File: config.mk
export PLATFORM = sky130hd
export DESIGN_NAME = mip_frame_scheduler
export DESIGN_NICKNAME = d
export VERILOG_FILES = /design/src/rtl/mip_pkg.sv /design/src/rtl/mip_rd_pipe.sv /design/src/rtl/mip_frame_scheduler.sv
export SDC_FILE = /design/constraint.sdc
export NUM_CORES = 1
export LEC_CHECK = 0
export CAP_MARGIN = 40
export CORE_MARGIN = 4
export CORE_UTILIZATION = 47
export CTS_CLUSTER_SIZE = 24
export DETAILED_ROUTE_END_ITERATION = 12
export HOLD_SLACK_MARGIN = 0.1
export PLACE_DENSITY = 0.91
export SYNTH_ARGS = -nofsm -noshare
export SYNTH_HDL_FRONTEND = slang
export SYNTH_SLANG_ARGS = --single-unit
File: constraint.sdc
create_clock -name clk -period 4.1 [get_ports clk]
set_clock_uncertainty 0.2 [all_clocks]
set_input_delay 0.82 -clock clk [delete_from_list [all_inputs] [get_ports clk]]
set_output_delay 0.82 -clock clk [all_outputs]
set_load 0.02 [all_outputs]
File: src/rtl/mip_pkg.sv
// mip_pkg
// Shared definitions for the frame-buffer scheduling slice.
// Holds the default frame geometry and the 3-bit scheduler state encoding.
// The controller and display logic decode the same encoding.
// No ports (package).

package mip_pkg;

   localparam int ADDR_W = 19;
   localparam int DATA_W = 12;
   localparam int PIXELS = 307200;

   typedef enum logic [2:0] {
      CAPTURE = 3'd0,
      SYNC    = 3'd1,
      PROCESS = 3'd2,
      DRAIN   = 3'd3,
      HOLD    = 3'd4
   } sched_state_e;

endpackage

File: src/rtl/mip_rd_pipe.sv
// mip_rd_pipe
// RD_LAT-deep shift register of {valid, addr}. It tracks every RAM read
// issued so that the address comes out in the same cycle as the RAM's read data.
// Ports:
//   clk, rst       : clock, synchronous active-high reset
//   flush_i        : drops every read in flight (valid bits cleared)
//   in_valid_i     : a read is issued this cycle
//   in_addr_i      : address of that read
//   out_valid_o    : read data for out_addr_o is on the RAM bus this cycle
//   out_addr_o     : address belonging to the current RAM read data

module mip_rd_pipe #(
   parameter int ADDR_W = 19,
   parameter int RD_LAT = 2
) (
   input  logic              clk,
   input  logic              rst,
   input  logic              flush_i,
   input  logic              in_valid_i,
   input  logic [ADDR_W-1:0] in_addr_i,
   output logic              out_valid_o,
   output logic [ADDR_W-1:0] out_addr_o
);

   logic              valid_q [RD_LAT];
   logic [ADDR_W-1:0] addr_q  [RD_LAT];

   // A flush also kills the read entering this cycle. Nothing issued before
   // the abort may reach the core afterwards.
   always_ff @(posedge clk) begin
      if (rst) begin
         for (int i = 0; i < RD_LAT; i++) begin
            valid_q[i] <= 1'b0;
            addr_q[i]  <= '0;
         end
      end else begin
         valid_q[0] <= in_valid_i && !flush_i;
         addr_q[0]  <= in_addr_i;
         for (int i = 1; i < RD_LAT; i++) begin
            valid_q[i] <= valid_q[i-1] && !flush_i;
            addr_q[i]  <= addr_q[i-1];
         end
      end
   end

   assign out_valid_o = valid_q[RD_LAT-1];
   assign out_addr_o  = addr_q[RD_LAT-1];

endmodule

File: src/rtl/mip_frame_scheduler.sv
// mip_frame_scheduler
// Sequences the shared camera frame-buffer RAM:
//   - CAPTURE passes camera writes through to the RAM.
//   - SYNC waits for a frame boundary.
//   - PROCESS sweeps all pixel addresses into the processor core.
//   - DRAIN waits for the remaining writebacks.
//   - HOLD freezes the processed frame for display.
// Optional feature: define FRAME_SCHED_DROP_CNT_EN to build the 16-bit
// saturating dropped-camera-pixel counter. Without it drop_cnt reads 0.
// Ports:
//   clk, rst                       : clock, synchronous active-high reset
//   cmd_start, cmd_live            : processing request / return-to-live pulses
//   pause_in                       : freezes camera writes during capture
//   cam_wr/addr/data/frame_start   : camera pixel stream (no backpressure)
//   proc_ready                     : core accepts a pixel this cycle
//   pix_valid/addr/data            : pixel stream to the core
//   wb_valid/addr/data, wb_ready   : processed pixel handshake from the core
//   ram_rd_en/addr, ram_rd_data    : RAM read port (RD_LAT cycle latency)
//   ram_wr_en/addr/data            : RAM write port
//   state, busy, done, drop_cnt    : status

module mip_frame_scheduler #(
   parameter int ADDR_W = mip_pkg::ADDR_W,
   parameter int DATA_W = mip_pkg::DATA_W,
   parameter int PIXELS = mip_pkg::PIXELS,
   parameter int RD_LAT = 2
) (
   input  logic              clk,
   input  logic              rst,
   input  logic              cmd_start,
   input  logic              cmd_live,
   input  logic              pause_in,
   input  logic              cam_wr,
   input  logic [ADDR_W-1:0] cam_addr,
   input  logic [DATA_W-1:0] cam_data,
   input  logic              cam_frame_start,
   input  logic              proc_ready,
   output logic              pix_valid,
   output logic [ADDR_W-1:0] pix_addr,
   output logic [DATA_W-1:0] pix_data,
   input  logic              wb_valid,
   input  logic [ADDR_W-1:0] wb_addr,
   input  logic [DATA_W-1:0] wb_data,
   output logic              wb_ready,
   output logic              ram_rd_en,
   output logic [ADDR_W-1:0] ram_rd_addr,
   input  logic [DATA_W-1:0] ram_rd_data,
   output logic              ram_wr_en,
   output logic [ADDR_W-1:0] ram_wr_addr,
   output logic [DATA_W-1:0] ram_wr_data,
   output logic [2:0]        state,
   output logic              busy,
   output logic              done,
   output logic [15:0]       drop_cnt
);

   import mip_pkg::*;

   localparam int                CNT_W     = $clog2(PIXELS + 1);
   localparam logic [ADDR_W-1:0] LAST_ADDR = ADDR_W'(PIXELS - 1);
   localparam logic [CNT_W-1:0]  FULL_CNT  = CNT_W'(PIXELS);

   sched_state_e      state_q, state_d;
   logic [ADDR_W-1:0] rd_ptr_q;
   logic [CNT_W-1:0]  wb_cnt_q;
   logic              done_q;
   logic              wr_en_q;
   logic [ADDR_W-1:0] wr_addr_q;
   logic [DATA_W-1:0] wr_data_q;

   logic              rd_en;
   logic              wb_ready_c;
   logic              cam_pass;
   logic              wb_fire;
   logic              pipe_valid;
   logic [ADDR_W-1:0] pipe_addr;

   // Next state plus which source owns the write port. Only one of
   // cam_pass / wb_ready_c can be set in any state, so the RAM write port
   // never has two drivers. cmd_live overrides everything, including a
   // cmd_start in the same cycle, and refuses a writeback that cycle.
   always_comb begin
      state_d    = state_q;
      rd_en      = 1'b0;
      wb_ready_c = 1'b0;
      cam_pass   = 1'b0;
      unique case (state_q)
         CAPTURE: begin
            cam_pass = cam_wr && !pause_in;
            if (cmd_start) state_d = SYNC;
         end
         SYNC: begin
            if (cam_frame_start) state_d = PROCESS;
            else                 cam_pass = cam_wr && !pause_in;
         end
         PROCESS: begin
            rd_en      = proc_ready;
            wb_ready_c = 1'b1;
            if (proc_ready && rd_ptr_q == LAST_ADDR) state_d = DRAIN;
         end
         DRAIN: begin
            wb_ready_c = 1'b1;
            if (wb_cnt_q == FULL_CNT) state_d = HOLD;
         end
         HOLD: begin
            if (cmd_start) state_d = SYNC;
         end
         default: state_d = CAPTURE;
      endcase
      if (cmd_live) begin
         state_d    = CAPTURE;
         wb_ready_c = 1'b0;
      end
   end

   assign wb_fire = wb_valid && wb_ready_c;

   // Counters only run inside a pass. They are cleared outside one so that
   // every pass restarts from address 0 with no writebacks counted.
   always_ff @(posedge clk) begin
      if (rst) begin
         state_q   <= CAPTURE;
         rd_ptr_q  <= '0;
         wb_cnt_q  <= '0;
         done_q    <= 1'b0;
         wr_en_q   <= 1'b0;
         wr_addr_q <= '0;
         wr_data_q <= '0;
      end else begin
         state_q <= state_d;
         done_q  <= (state_q == DRAIN) && (state_d == HOLD);

         if (cmd_live || state_q != PROCESS) rd_ptr_q <= '0;
         else if (rd_en && rd_ptr_q != LAST_ADDR) rd_ptr_q <= rd_ptr_q + 1'b1;

         if (cmd_live || !(state_q == PROCESS || state_q == DRAIN)) wb_cnt_q <= '0;
         else if (wb_fire) wb_cnt_q <= wb_cnt_q + 1'b1;

         wr_en_q <= cam_pass || wb_fire;
         if (cam_pass) begin
            wr_addr_q <= cam_addr;
            wr_data_q <= cam_data;
         end else if (wb_fire) begin
            wr_addr_q <= wb_addr;
            wr_data_q <= wb_data;
         end
      end
   end

`ifdef FRAME_SCHED_DROP_CNT_EN
   logic        drop_evt;
   logic [15:0] drop_cnt_q;

   // A camera pixel is lost when it arrives with the frame-start pulse that
   // begins a pass, or at any time while the sweep owns the RAM.
   assign drop_evt = cam_wr && ((state_q == SYNC && cam_frame_start) ||
                                state_q == PROCESS || state_q == DRAIN);

   always_ff @(posedge clk) begin
      if (rst) drop_cnt_q <= '0;
      else if (drop_evt && drop_cnt_q != 16'hFFFF) drop_cnt_q <= drop_cnt_q + 16'd1;
   end

   assign drop_cnt = drop_cnt_q;
`else
   assign drop_cnt = '0;
`endif

   mip_rd_pipe #(
      .ADDR_W (ADDR_W),
      .RD_LAT (RD_LAT)
   ) u_rd_pipe (
      .clk         (clk),
      .rst         (rst),
      .flush_i     (cmd_live),
      .in_valid_i  (rd_en),
      .in_addr_i   (rd_ptr_q),
      .out_valid_o (pipe_valid),
      .out_addr_o  (pipe_addr)
   );

   assign pix_valid   = pipe_valid;
   assign pix_addr    = pipe_valid ? pipe_addr : '0;
   assign pix_data    = pipe_valid ? ram_rd_data : '0;
   assign wb_ready    = wb_ready_c;
   assign ram_rd_en   = rd_en;
   assign ram_rd_addr = rd_ptr_q;
   assign ram_wr_en   = wr_en_q;
   assign ram_wr_addr = wr_addr_q;
   assign ram_wr_data = wr_data_q;
   assign state       = state_q;
   assign busy        = (state_q == SYNC) || (state_q == PROCESS) || (state_q == DRAIN);
   assign done        = done_q;

endmodule

==> results.toml <==
[clock_network]
post_cts.repair.setup_buffers = 0
htree_levels = 4
numCtsBuffers = 17
cts.repair.resized = 0
cts_hold_buf = 0
clockRootBuffer = "clkbuf_8"
clock_sinks = 114
cts_tree = "built"
insertion_delay_ps = 490
clockBufferDepth = 2
clk_pin_slew_ps = 60

[critical_path]
crit_fanout = 3
cp_data_arrival_time_ps = 2290
crit_path_start_kind = "primary input"
timing.rr.end = "ram_rd_addr[6]"
crit_start = "cmd_live"
reg2reg_depth = 5
worst-setup-path-type = "in -> out"
endpoint_kind = "output pin"
regToRegSetupSlack_ps = 1750
endpoint = "wb_ready"
rr_startpoint = "ram_rd_addr[15]"
cp.required_ps = 3080

[timing]
rsz0062_at_grt = "false"
maxSlewHeadroom_pct = 44.4
finalSetupTns_ps = 0
period_needed_ps = 3310
timing.final.crit_share_pct = 80.8
tightest_slew_ps = 834
maxSlewViolCount = 0
setup_violations = 0
fmax_ghz = 0.302
hold_viol = 0

[synth]
synth_cell_types = 45
synthFlopType = "dfxtp_1"
synth_cells = 531
yosysWarnings = 0
ys_seq_area_share_pct = 46.8
synth_area_sq_um = 4880
synthArstFlopShare_pct = 0
synth-edff-count = 0
ys_seq_elements = 114
syn_avg_cell_area_sq_um = 9.19

[die]
die_x_um = 110
ios = 189
core_area_sq_um = 9950
start_util_pct = 49.0
fp-row-count = 36
dieArea_sq_um = 12100
die_h_um = 110

[detailed_routing]
wl_per_cell_um = 15.4
ant_nets = 0
drtIter0Drc = 257
drt_first_pass_iters = 4
via_per_inst = 5.11
vias = 4286
wl_mm = 12.9
drcViolationCount = 0

[final_layout]
final_common_cell = "clkdlybuf4s50_1"
finalInstanceArea_sq_um = 7200
fin_nets = 779
layout_common_cells = "clkdlybuf4s50_1, dfxtp_1, nor2_1, and2_1, nor2b_1"
antennaDiodeCount = 0
syn2layout_area_growth_pct = 47.5
layout-drive-gt1-share_pct = 6.66

[placement]
place_area_sq_um = 6610
port_buffers = 172
gp_congestion = 0.908
dp_hpwl_mm = 9.21

[power_and_ir_drop]
ir_drop_v = 0.000234
p_leak_nw = 2.49
power_density_nw_per_um2 = 392

[grt]
grt_pass1_vias = 4236
grt_pass1_wl_mm = 20.3
track_usage_pct = 21.0
overflow = 0
antenna_found_initial = 0
grt_max_degree = 64

[min_path]
hold_path.class = "reg -> reg"

[outcome]
outcome = "completed"

[run]
maxCapViolations = 0
[synthesized netlist by cell type (2+ instances only)]
master,count,area [sq um]
xnor2_1,16,140
o21ai_0,8,40.0
or3_1,7,43.8
ha_1,3,37.5
nor2_1,72,270
nand3_1,11,55.1
dfxtp_1,114,2280
buf_4,16,120
nor3_1,2,10.0
and3_1,5,31.3
nor2b_1,37,231
and2_1,38,238
nand2_1,19,71.3
a21oi_1,11,55.1
xor2_1,12,105
inv_1,9,33.8
nand4_1,10,62.6
clkbuf_1,24,90.1
and4_1,3,26.3
nor4_1,12,75.1
or4_1,2,15.0
o211ai_1,2,15.0
nand2b_1,4,25.0
mux2i_1,34,340
nand4b_1,2,17.5
a211oi_1,33,248
buf_2,6,30.0
o211ai_2,2,25.0
[routing by layer]
metal | vias to the layer above | global-route usage (%) | share of wire (%)
met5 | - | 0 | 0
met4 | 0 | 6.41 | 0.43
met3 | 6 | 4.17 | 6.1
met2 | 144 | 38.0 | 52
met1 | 2018 | 24.9 | 42
li1 | 2118 | - | -
[flip-flops by register name, summed over array words and instances (netlist names), 2 cells and up]
signal,cells
state,3
ram_wr_addr,19
u_rd_pipe.addr_q,38
u_rd_pipe.valid_q,2
ram_wr_data,12
wb_cnt_q,19
ram_rd_addr,19
[cell families after synthesis]
group | after synthesis | synth area share [%]
AOI/OAI and AO/OA | 61 | 8.64
DFF | 114 | 46.8
muxes | 34 | 6.97
adders and majority gates | 3 | 0.769
and+or+nand+nor | 233 | 25.8
xor gates and xnor gates | 28 | 5.02
buffers and inverters | 57 | 5.92
other | 1 | 0.0768
[worst max-delay path, cell delays in order]
cell             delay [ps]
clkdlybuf4s50_1         480
nor3b_1                 330
clkdlybuf4s50_1         670
[through the flow]
| step | power [mW] | hold slack [ps] | worst slack, ps | cells | utilization [%] |
|---|---|---|---|---|---|
| floorplan | 1.27 | 206 | 1510 | 546 | - |
| global placement | 1.40 | 210 | 790 | 807 | 66.4 |
| detailed placement | 1.40 | 220 | 788 | 807 | 66.4 |
| CTS | 2.85 | 234 | 783 | 839 | 72.3 |
| global route | 2.92 | 245 | 663 | 839 | 72.3 |
| finish | 2.82 | 236 | 786 | 839 | 72.3 |
[worst min-delay path by stage]
stage	from	to	slack [ps]	depth (start not counted)
2_1_floorplan	u_rd_pipe.valid_q[0][0]	u_rd_pipe.valid_q[0][1]	210	1
3_5_place_dp	u_rd_pipe.valid_q[0][0]	u_rd_pipe.valid_q[0][1]	220	1
5_1_grt	u_rd_pipe.valid_q[0][0]	u_rd_pipe.valid_q[0][1]	240	1
6_report	u_rd_pipe.valid_q[0][0]	u_rd_pipe.valid_q[0][1]	240	1
3_3_place_gp	u_rd_pipe.valid_q[0][0]	u_rd_pipe.valid_q[0][1]	210	1
4_1_cts	u_rd_pipe.valid_q[0][0]	u_rd_pipe.valid_q[0][1]	230	1
[power breakdown]
part           internal (mW)  leakage (nW)  total (mW)  switching (mW)
Combinational          0.130          1.28       0.236           0.106
Sequential              1.13         0.924        1.14          0.0131
Clock                  0.888         0.286        1.44           0.552
[layout make-up]
type                       count  area, sq um
fill                         725         2760
multi-input combinational    375         2380
sequential                   114         2280
timing repair buffer         176         1750
clock buffer                  18          418
clock inverter                14          169
tap                          133          166
inverter                       9         33.8
Note: power is estimated with default switching activity, not from simulation.
